[src/rtl/ppu_pixel_mux_pkg.sv]
// Shared types, widths, NES colour table and palette address mirroring for the pixel mux.
package ppu_pixel_mux_pkg;

    localparam int unsigned PAL_ADDR_W  = 5;
    localparam int unsigned PAL_DATA_W  = 6;
    localparam int unsigned PAL_DEPTH   = 32;
    localparam int unsigned RGB_W       = 24;
    localparam int unsigned COORD_W     = 10;
    localparam int unsigned NES_COLOURS = 64;

    typedef logic [PAL_ADDR_W-1:0] pal_addr_t;
    typedef logic [PAL_DATA_W-1:0] pal_data_t;
    typedef logic [RGB_W-1:0]      rgb_t;
    typedef logic [COORD_W-1:0]    coord_t;

    // Greyscale keeps only the luma row of the colour index.
    localparam pal_data_t GREY_MASK = 6'h30;

    // Control that travels alongside the palette read through stage 1.
    typedef struct packed {
        logic visible;
        logic greyscale;
    } stage1_t;

    // 2C02 colour index -> 24-bit {R,G,B}.
    localparam rgb_t NES_RGB [NES_COLOURS] = '{
        24'h7C7C7C, 24'h0000FC, 24'h0000BC, 24'h4428BC, 24'h940084, 24'hA80020, 24'hA81000, 24'h881400,
        24'h503000, 24'h007800, 24'h006800, 24'h005800, 24'h004058, 24'h000000, 24'h000000, 24'h000000,
        24'hBCBCBC, 24'h0078F8, 24'h0058F8, 24'h6844FC, 24'hD800CC, 24'hE40058, 24'hF83800, 24'hE45C10,
        24'hAC7C00, 24'h00B800, 24'h00A800, 24'h00A844, 24'h008888, 24'h000000, 24'h000000, 24'h000000,
        24'hF8F8F8, 24'h3CBCFC, 24'h6888FC, 24'h9878F8, 24'hF878F8, 24'hF85898, 24'hF87858, 24'hFCA044,
        24'hF8B800, 24'hB8F818, 24'h58D854, 24'h58F898, 24'h00E8D8, 24'h787878, 24'h000000, 24'h000000,
        24'hFCFCFC, 24'hA4E4FC, 24'hB8B8F8, 24'hD8B8F8, 24'hF8B8F8, 24'hF8A4C0, 24'hF0D0B0, 24'hFCE0A8,
        24'hF8D878, 24'hD8F878, 24'hB8F8B8, 24'hB8F8D8, 24'h00FCFC, 24'hF8D8F8, 24'h000000, 24'h000000
    };

    // Sprite backdrop entries $10/$14/$18/$1C alias the BG entries $00/$04/$08/$0C.
    function automatic pal_addr_t mirror_pal_addr(input pal_addr_t addr);
        pal_addr_t res;
        res = addr;
        if (addr[4] && (addr[1:0] == 2'b00)) begin
            res[4] = 1'b0;
        end
        return res;
    endfunction

endpackage

[src/rtl/ppu_pixel_mux_if.sv]
// Pixel/CPU-palette bus between the fetch stages, CPU decode and the pixel mux.
interface ppu_pixel_mux_if;
    import ppu_pixel_mux_pkg::*;

    coord_t    x_idx;
    coord_t    scanline;
    logic [4:0] bg_pixel;
    logic [4:0] spr_pixel;
    logic      spr_priority;
    logic      spr_is_zero;
    logic      show_bg;
    logic      show_spr;
    logic      show_bg_l8;
    logic      show_spr_l8;
    logic      greyscale;
    logic      pal_we;
    pal_addr_t pal_addr;
    pal_data_t pal_wdata;
    pal_data_t pal_rdata;
    logic      sprite0_hit;
    rgb_t      rgb;
    logic      rgb_valid;

    modport master (
        output x_idx, scanline, bg_pixel, spr_pixel, spr_priority, spr_is_zero,
               show_bg, show_spr, show_bg_l8, show_spr_l8, greyscale,
               pal_we, pal_addr, pal_wdata,
        input  pal_rdata, sprite0_hit, rgb, rgb_valid
    );

    modport slave (
        input  x_idx, scanline, bg_pixel, spr_pixel, spr_priority, spr_is_zero,
               show_bg, show_spr, show_bg_l8, show_spr_l8, greyscale,
               pal_we, pal_addr, pal_wdata,
        output pal_rdata, sprite0_hit, rgb, rgb_valid
    );

endinterface

[src/rtl/ppu_pixel_mux_palette_ram.sv]
// 32x6 palette RAM: CPU read/write port plus render read port, both with registered reads.
module ppu_pixel_mux_palette_ram
    import ppu_pixel_mux_pkg::*;
(
    input  logic      clk,
    input  logic      reset,
    input  logic      we,
    input  pal_addr_t cpu_addr,
    input  pal_data_t wdata,
    input  pal_addr_t render_addr,
    output pal_data_t cpu_rdata,
    output pal_data_t render_rdata
);

    pal_data_t mem [PAL_DEPTH];
    pal_addr_t cpu_addr_m_c;
    pal_addr_t render_addr_m_c;

    assign cpu_addr_m_c    = mirror_pal_addr(cpu_addr);
    assign render_addr_m_c = mirror_pal_addr(render_addr);

    // Storage array; contents deliberately survive reset.
    always_ff @(posedge clk) begin
        if (we) begin
            mem[cpu_addr_m_c] <= wdata;
        end
    end

    // Read registers: CPU port sees its own write, render port sees the pre-write value.
    always_ff @(posedge clk or posedge reset) begin
        if (reset) begin
            cpu_rdata    <= '0;
            render_rdata <= '0;
        end else begin
            cpu_rdata    <= we ? wdata : mem[cpu_addr_m_c];
            render_rdata <= mem[render_addr_m_c];
        end
    end

endmodule

[src/rtl/ppu_pixel_mux.sv]
// Per-dot BG/sprite merge, sprite-0 hit flag and palette/colour lookup to 24-bit RGB.
module ppu_pixel_mux
    import ppu_pixel_mux_pkg::*;
#(
    parameter int unsigned PRERENDER_LINE = 0,
    parameter int unsigned FIRST_VIS_LINE = 1
) (
    input  logic           clk,
    input  logic           reset,
    ppu_pixel_mux_if.slave bus
);

    logic       visible_c;
    logic       bg_on_c;
    logic       spr_on_c;
    logic [3:0] bg_c;
    logic [3:0] spr_c;
    logic       bg_opaque_c;
    logic       spr_opaque_c;
    pal_addr_t  render_addr_c;
    logic       hit_set_c;
    logic       hit_clr_c;
    pal_data_t  render_data;
    pal_data_t  cpu_rdata;
    pal_data_t  lut_idx_c;
    stage1_t    s1;

    assign visible_c = (bus.x_idx < 10'd256)
                    && (bus.scanline >= COORD_W'(FIRST_VIS_LINE))
                    && (bus.scanline <= COORD_W'(FIRST_VIS_LINE + 239));

    assign bg_on_c      = bus.show_bg  && ((bus.x_idx >= 10'd8) || bus.show_bg_l8);
    assign spr_on_c     = bus.show_spr && ((bus.x_idx >= 10'd8) || bus.show_spr_l8);
    assign bg_c         = bg_on_c  ? bus.bg_pixel[3:0]  : 4'h0;
    assign spr_c        = spr_on_c ? bus.spr_pixel[3:0] : 4'h0;
    assign bg_opaque_c  = (bg_c[1:0]  != 2'b00);
    assign spr_opaque_c = (spr_c[1:0] != 2'b00);

    // BG/sprite priority resolution into a palette address.
    always_comb begin
        render_addr_c = 5'h00;
        if (bg_opaque_c && spr_opaque_c) begin
            render_addr_c = bus.spr_priority ? {1'b0, bg_c} : {1'b1, spr_c};
        end else if (bg_opaque_c) begin
            render_addr_c = {1'b0, bg_c};
        end else if (spr_opaque_c) begin
            render_addr_c = {1'b1, spr_c};
        end
    end

    // Hit uses the raw pixels gated by clipping; sprite priority does not matter.
    assign hit_set_c = visible_c && (bus.x_idx != 10'd255) && bg_on_c && spr_on_c
                    && bus.spr_is_zero && (bus.bg_pixel[1:0] != 2'b00)
                    && (bus.spr_pixel[1:0] != 2'b00);
    assign hit_clr_c = (bus.scanline == COORD_W'(PRERENDER_LINE)) && (bus.x_idx == 10'd1);

    ppu_pixel_mux_palette_ram u_pal_ram (
        .clk          (clk),
        .reset        (reset),
        .we           (bus.pal_we),
        .cpu_addr     (bus.pal_addr),
        .wdata        (bus.pal_wdata),
        .render_addr  (render_addr_c),
        .cpu_rdata    (cpu_rdata),
        .render_rdata (render_data)
    );

    assign bus.pal_rdata = cpu_rdata;
    assign lut_idx_c     = s1.greyscale ? (render_data & GREY_MASK) : render_data;

    // Stage 1 control, aligned with the registered palette read.
    always_ff @(posedge clk or posedge reset) begin
        if (reset) begin
            s1 <= '0;
        end else begin
            s1 <= '{visible: visible_c, greyscale: bus.greyscale};
        end
    end

    // Stage 2: colour LUT, blanked outside the visible area.
    always_ff @(posedge clk or posedge reset) begin
        if (reset) begin
            bus.rgb       <= '0;
            bus.rgb_valid <= 1'b0;
        end else begin
            bus.rgb       <= s1.visible ? NES_RGB[lut_idx_c] : '0;
            bus.rgb_valid <= s1.visible;
        end
    end

    // Sticky sprite-0 hit; the pre-render clear beats a same-cycle set.
    always_ff @(posedge clk or posedge reset) begin
        if (reset) begin
            bus.sprite0_hit <= 1'b0;
        end else if (hit_clr_c) begin
            bus.sprite0_hit <= 1'b0;
        end else if (hit_set_c) begin
            bus.sprite0_hit <= 1'b1;
        end
    end

endmodule

[src/flat_wrapper.sv]
// flat-port wrapper written by rule: the top's interface ports become plain ports
module ppu_pixel_mux_flat import ppu_pixel_mux_pkg::*;
#(
    parameter int unsigned PRERENDER_LINE = 0,
    parameter int unsigned FIRST_VIS_LINE = 1
)
  (clk, reset, bus_x_idx, bus_scanline, bus_bg_pixel, bus_spr_pixel, bus_spr_priority, bus_spr_is_zero, bus_show_bg, bus_show_spr, bus_show_bg_l8, bus_show_spr_l8, bus_greyscale, bus_pal_we, bus_pal_addr, bus_pal_wdata, bus_pal_rdata, bus_sprite0_hit, bus_rgb, bus_rgb_valid);
  ppu_pixel_mux_if bus_i ();
  input  logic clk;
  input  logic reset;
  input wire logic [$bits(bus_i.x_idx)-1:0] bus_x_idx;
  input wire logic [$bits(bus_i.scanline)-1:0] bus_scanline;
  input wire logic [$bits(bus_i.bg_pixel)-1:0] bus_bg_pixel;
  input wire logic [$bits(bus_i.spr_pixel)-1:0] bus_spr_pixel;
  input wire logic [$bits(bus_i.spr_priority)-1:0] bus_spr_priority;
  input wire logic [$bits(bus_i.spr_is_zero)-1:0] bus_spr_is_zero;
  input wire logic [$bits(bus_i.show_bg)-1:0] bus_show_bg;
  input wire logic [$bits(bus_i.show_spr)-1:0] bus_show_spr;
  input wire logic [$bits(bus_i.show_bg_l8)-1:0] bus_show_bg_l8;
  input wire logic [$bits(bus_i.show_spr_l8)-1:0] bus_show_spr_l8;
  input wire logic [$bits(bus_i.greyscale)-1:0] bus_greyscale;
  input wire logic [$bits(bus_i.pal_we)-1:0] bus_pal_we;
  input wire logic [$bits(bus_i.pal_addr)-1:0] bus_pal_addr;
  input wire logic [$bits(bus_i.pal_wdata)-1:0] bus_pal_wdata;
  output wire logic [$bits(bus_i.pal_rdata)-1:0] bus_pal_rdata;
  output wire logic [$bits(bus_i.sprite0_hit)-1:0] bus_sprite0_hit;
  output wire logic [$bits(bus_i.rgb)-1:0] bus_rgb;
  output wire logic [$bits(bus_i.rgb_valid)-1:0] bus_rgb_valid;
  assign bus_i.x_idx = bus_x_idx;
  assign bus_i.scanline = bus_scanline;
  assign bus_i.bg_pixel = bus_bg_pixel;
  assign bus_i.spr_pixel = bus_spr_pixel;
  assign bus_i.spr_priority = bus_spr_priority;
  assign bus_i.spr_is_zero = bus_spr_is_zero;
  assign bus_i.show_bg = bus_show_bg;
  assign bus_i.show_spr = bus_show_spr;
  assign bus_i.show_bg_l8 = bus_show_bg_l8;
  assign bus_i.show_spr_l8 = bus_show_spr_l8;
  assign bus_i.greyscale = bus_greyscale;
  assign bus_i.pal_we = bus_pal_we;
  assign bus_i.pal_addr = bus_pal_addr;
  assign bus_i.pal_wdata = bus_pal_wdata;
  assign bus_pal_rdata = bus_i.pal_rdata;
  assign bus_sprite0_hit = bus_i.sprite0_hit;
  assign bus_rgb = bus_i.rgb;
  assign bus_rgb_valid = bus_i.rgb_valid;
  ppu_pixel_mux #(.PRERENDER_LINE(PRERENDER_LINE), .FIRST_VIS_LINE(FIRST_VIS_LINE)) u_core (.clk(clk), .reset(reset), .bus(bus_i));
endmodule
[config.mk]
export PLATFORM = sky130hd
export DESIGN_NAME = ppu_pixel_mux_flat
export DESIGN_NICKNAME = d
export VERILOG_FILES = /design/src/rtl/ppu_pixel_mux_pkg.sv /design/src/rtl/ppu_pixel_mux_if.sv /design/src/rtl/ppu_pixel_mux_palette_ram.sv /design/src/rtl/ppu_pixel_mux.sv /design/src/flat_wrapper.sv
export SDC_FILE = /design/constraint.sdc
export NUM_CORES = 1
export LEC_CHECK = 0
export BUFFER_PORTS_ARGS = -buffer_cell sky130_fd_sc_hd__buf_4
export CAP_MARGIN = 20
export CORE_MARGIN = 1
export CORE_UTILIZATION = 40
export CTS_CLUSTER_SIZE = 40
export DETAILED_ROUTE_END_ITERATION = 7
export SLEW_MARGIN = 20
export SYNTH_ARGS = -nofsm -noshare
export SYNTH_HDL_FRONTEND = slang
export SYNTH_HIERARCHICAL = 1
export SYNTH_SLANG_ARGS = --single-unit
[constraint.sdc]
create_clock -name clk -period 2.5 [get_ports clk]
set_clock_uncertainty 0.1 [all_clocks]
set_input_delay 0.5 -clock clk [delete_from_list [all_inputs] [get_ports clk]]
set_output_delay 0.5 -clock clk [all_outputs]
set_load 0.01 [all_outputs]
==> run_results.csv <==
group,metric,value,unit
run_status,status,"finished, violations left",
run_status,violations,"setup timing",
setup_path,worstPathMaxFanout,6,
timing,fin_crit_sh,140,%
power,leakagePower,0.00527,uW
floorplan,core.rowCount,61,
floorplan,die_height,172,microns
drt,drtPass1Iterations,6,
setup_path,rrSetupSlack,90,ps
clock_network,clockRootBuffer,"clkbuf_16",
timing,timing.final.max_slew_violations,0,
floorplan,design.die.area,29500,sq um
setup_path,r2r_start,"u_core/s1[0]",
power,switching_share,25.7,%
clock_network,clkSinkCount,226,
timing,clock.fmax,287,MHz
timing,tightestPinTransition,612,ps
timing,tns,-5780,ps
synthesis,synth_cell_types,70,
setup_path,worstSetupStartpoint,"bus_x_idx[3]",
timing,slew_headroom,59.1,%
setup_path,arrival,3790,ps
timing,hold_viol_final,0,
clock_network,cts_buffer_depth,3,
synthesis,ys_seq_area_share,57.3,%
place,dpl_worst_slack,-1560,ps
global_routing,overflow,0,
setup_path,crit_required,2800,ps
setup_path,path_cells,"buf_6 -> or4_4 -> or4_4 -> o221a_4 -> a21oi_4 -> a22o_4 -> buf_6 -> clkbuf_16 -> mux4_2 -> mux4_2 -> mux2_4",
synthesis,synth_edf_count,192,
power,power_frac_seq,40.8,%
power,power.switching,2710,uW
finish,diodes,0,
synthesis,ys_seq_elements,226,
global_routing,grt_first_pass_wirelength,48.1,mm
global_routing,grt_pass1_vias,7727,
finish,syn_to_final_growth,25.3,%
drt,vias_per_cell,5.98,
drt,drtAntennaViolNets,0,
finish,drive_gt1_share,36.5,%
power,combPwrFrac,19.1,%
setup_path,setup.worst_path.end,"u_core/u_pal_ram/render_rdata[2]",
synthesis,synthTopCellsByArea,"edfxtp_1 50%, mux4_2 14%, dfrtp_1 7.4%",
place,placed_area,13300,sq um
finish,nets,1014,
timing,setup_ws,-988,ps
worst_hold_path,min_path_type,"in2reg",
synthesis,muxShareOfSynthArea,20.0,%
synthesis,synthSimpleGateAreaFrac,6.36,%
power,internal-power,7850,uW
drt,wirelength,31.9,mm
setup_path,cp-start-kind,"input port",
floorplan,start_util,41.1,%
timing,fin_crit,3490,ps
power,clkPwrFrac,40.1,%
synthesis,synth_compound_area_share,11.7,%
synthesis,synthAdderAreaFrac,1.08,%
clock_network,insertion_delay,530,ps
drt,drt-initial-drc-count,1190,
synthesis,ys_async_sr_fraction,15.0,%
setup_path,ff2ff_path_depth,6,
synthesis,yosysMostFrequentCell,"edfxtp_1",
global_routing,groute.usage.overall,21.9,%
place,dpl.hpwl,21.9,mm
synthesis,synth_top_area_cell,"edfxtp_1",
synthesis,synthCells,773,
setup_path,cp-end-kind,"flop",
place,port_buffers,74,
finish,finish.instance_area,14500,sq um
synthesis,synth_top_family_by_area,"multiplexers",
finish,num-fill-cells,2355,
synthesis,yosysWarnings,6,
clock_network,cts.clk_slew.worst_paths,70,ps
setup_path,cpPeakStageDelay,550,ps
floorplan,core_area,28100,sq um
synthesis,avgSynthCellArea,14.9,sq um
setup_path,crit_type,"in2reg",
drt,wl_per_cell,23.7,microns
synthesis,synth-xor-area-share,0,%
synthesis,synth_top_area_share,49.9,%
synthesis,netlist_area,11500,sq um
clock_network,cts_buffers,25,
synthesis,ys.flop_type,"edfxtp_1",
synthesis,synth_commonest_cells,"192 x edfxtp_1, 71 x mux4_2, 46 x nor2_1",
floorplan,io_pins,83,
setup_path,slowest_stage,"mux4_2",
clock_network,htree_levels,1,
power,pwr_density_cell,730,nW/um^2
floorplan,fp.dieW,172,microns
setup_path,reg2reg_to,"u_core/bus.rgb[7]",
global_routing,grt_max_degree,34,
global_routing,grt_antenna_before_repair,0,
timing,setup_violations,6,
drt,vias,8067,
clock_network,cts_tree,"built",
finish,final_core_util,51.5,%
power,peakVddDrop,446,uV
run,drv_cap,0,
drt,drcViolationCount,0,
place,gp_congestion,0.929,
timing,rsz0062_at_grt,"yes",
-- per-layer routing --
layer	global-route usage, %	part of all wire, %	vias up
met5	0	0	-
met4	5.12	2.1	0
met3	2.72	6.6	61
met2	35.4	48	414
met1	31.4	43	4090
li1	-	-	3502
-- timing repair --
action,4_1_cts,5_1_grt
hold buffers,2,0
endpoints found under the setup margin,6,6
resized for setup,13,7
pin swaps,1,0
cloned,2,2
buffers inserted,8,4
hold endpoints to repair,35,0
-- power groups by stage --
stage	Combinational (uW)	Sequential (uW)	Clock [uW]
after floorplan	1190	4340	0
after detailed placement	1890	4380	0
after global placement	1900	4380	0
final	2020	4300	4240
after global routing	2150	4310	4420
after CTS	1970	4300	4290
-- state kept, by name, indices dropped and copies added (netlist names) --
signal / count
u_core/bus.rgb_valid: 1
u_core/u_pal_ram/cpu_rdata: 6
u_core/u_pal_ram/mem: 192
u_core/s1: 2
u_core/u_pal_ram/render_rdata: 6
u_core/bus.rgb: 18
u_core/bus.sprite0_hit: 1
-- cell type report --
| cell class | count | area (sq um) | area share, % |
|---|---|---|---|
| Multi-Input combinational cell | 490 | 4660 | 32.2 |
| Inverter | 16 | 60.1 | 0.415 |
| Timing Repair Buffer | 194 | 1700 | 11.8 |
| Clock inverter | 17 | 305 | 2.11 |
| Tap cell | 378 | 473 | 3.27 |
| Sequential cell | 226 | 6620 | 45.7 |
| Clock buffer | 28 | 647 | 4.47 |
-- worst max-delay path: cells and delay by family --
family          cells  cell delay [ps]
buf+inv             3              360
simple gates        2              980
mux                 3             1330
compound gates      3              610
-- placed cells by master, fill, tap and decap left out, types with 8 or more instances in the layout --
master and instances:
nor3_1 12, bufinv_16 8, inv_1 14, nor2b_1 10, a31oi_1 9, edfxtp_1 192, a221oi_1 31, o21ai_0 16
conb_1 30, buf_4 170, dfrtp_1 34, mux4_2 77, or3_1 13, nand2b_1 10, clkbuf_16 27, a21o_1 10
buf_12 15, mux2_2 25, a22oi_1 9, nor2_1 46, ha_1 10, nand2_1 34, a21oi_1 32
-- per-stage QoR --
step                      hold WS [ps]  power [uW]  std cells
final                             67.4       10600       1349
after detailed placement           456        6270       1288
after global routing              57.5       10900       1349
after floorplan                    252        5540        801
after CTS                         51.0       10600       1345
after global placement             448        6280       1288
-- worst min path at each step --
stage / startpoint / endpoint / slack (ps) / cells past startpoint
after floorplan: u_core/s1[1] / u_core/bus.rgb_valid / 250 / 0
after global placement: u_core/bus.sprite0_hit / u_core/bus.sprite0_hit / 450 / 2
after detailed placement: u_core/bus.sprite0_hit / u_core/bus.sprite0_hit / 460 / 2
after CTS: bus_x_idx[0] / u_core/bus.sprite0_hit / 50 / 2
after global routing: bus_x_idx[0] / u_core/bus.sprite0_hit / 60 / 2
final: bus_x_idx[0] / u_core/bus.sprite0_hit / 70 / 2
-- logic make-up after synthesis --
group / after synthesis
AOI/OAI and AO/OA: 183
adders and majority gates: 10
buffers and inverters: 85
DFF: 226
muxes: 117
other: 2
and+or+nand+nor: 150
No activity file was read; power rests on OpenSTA's default activity.
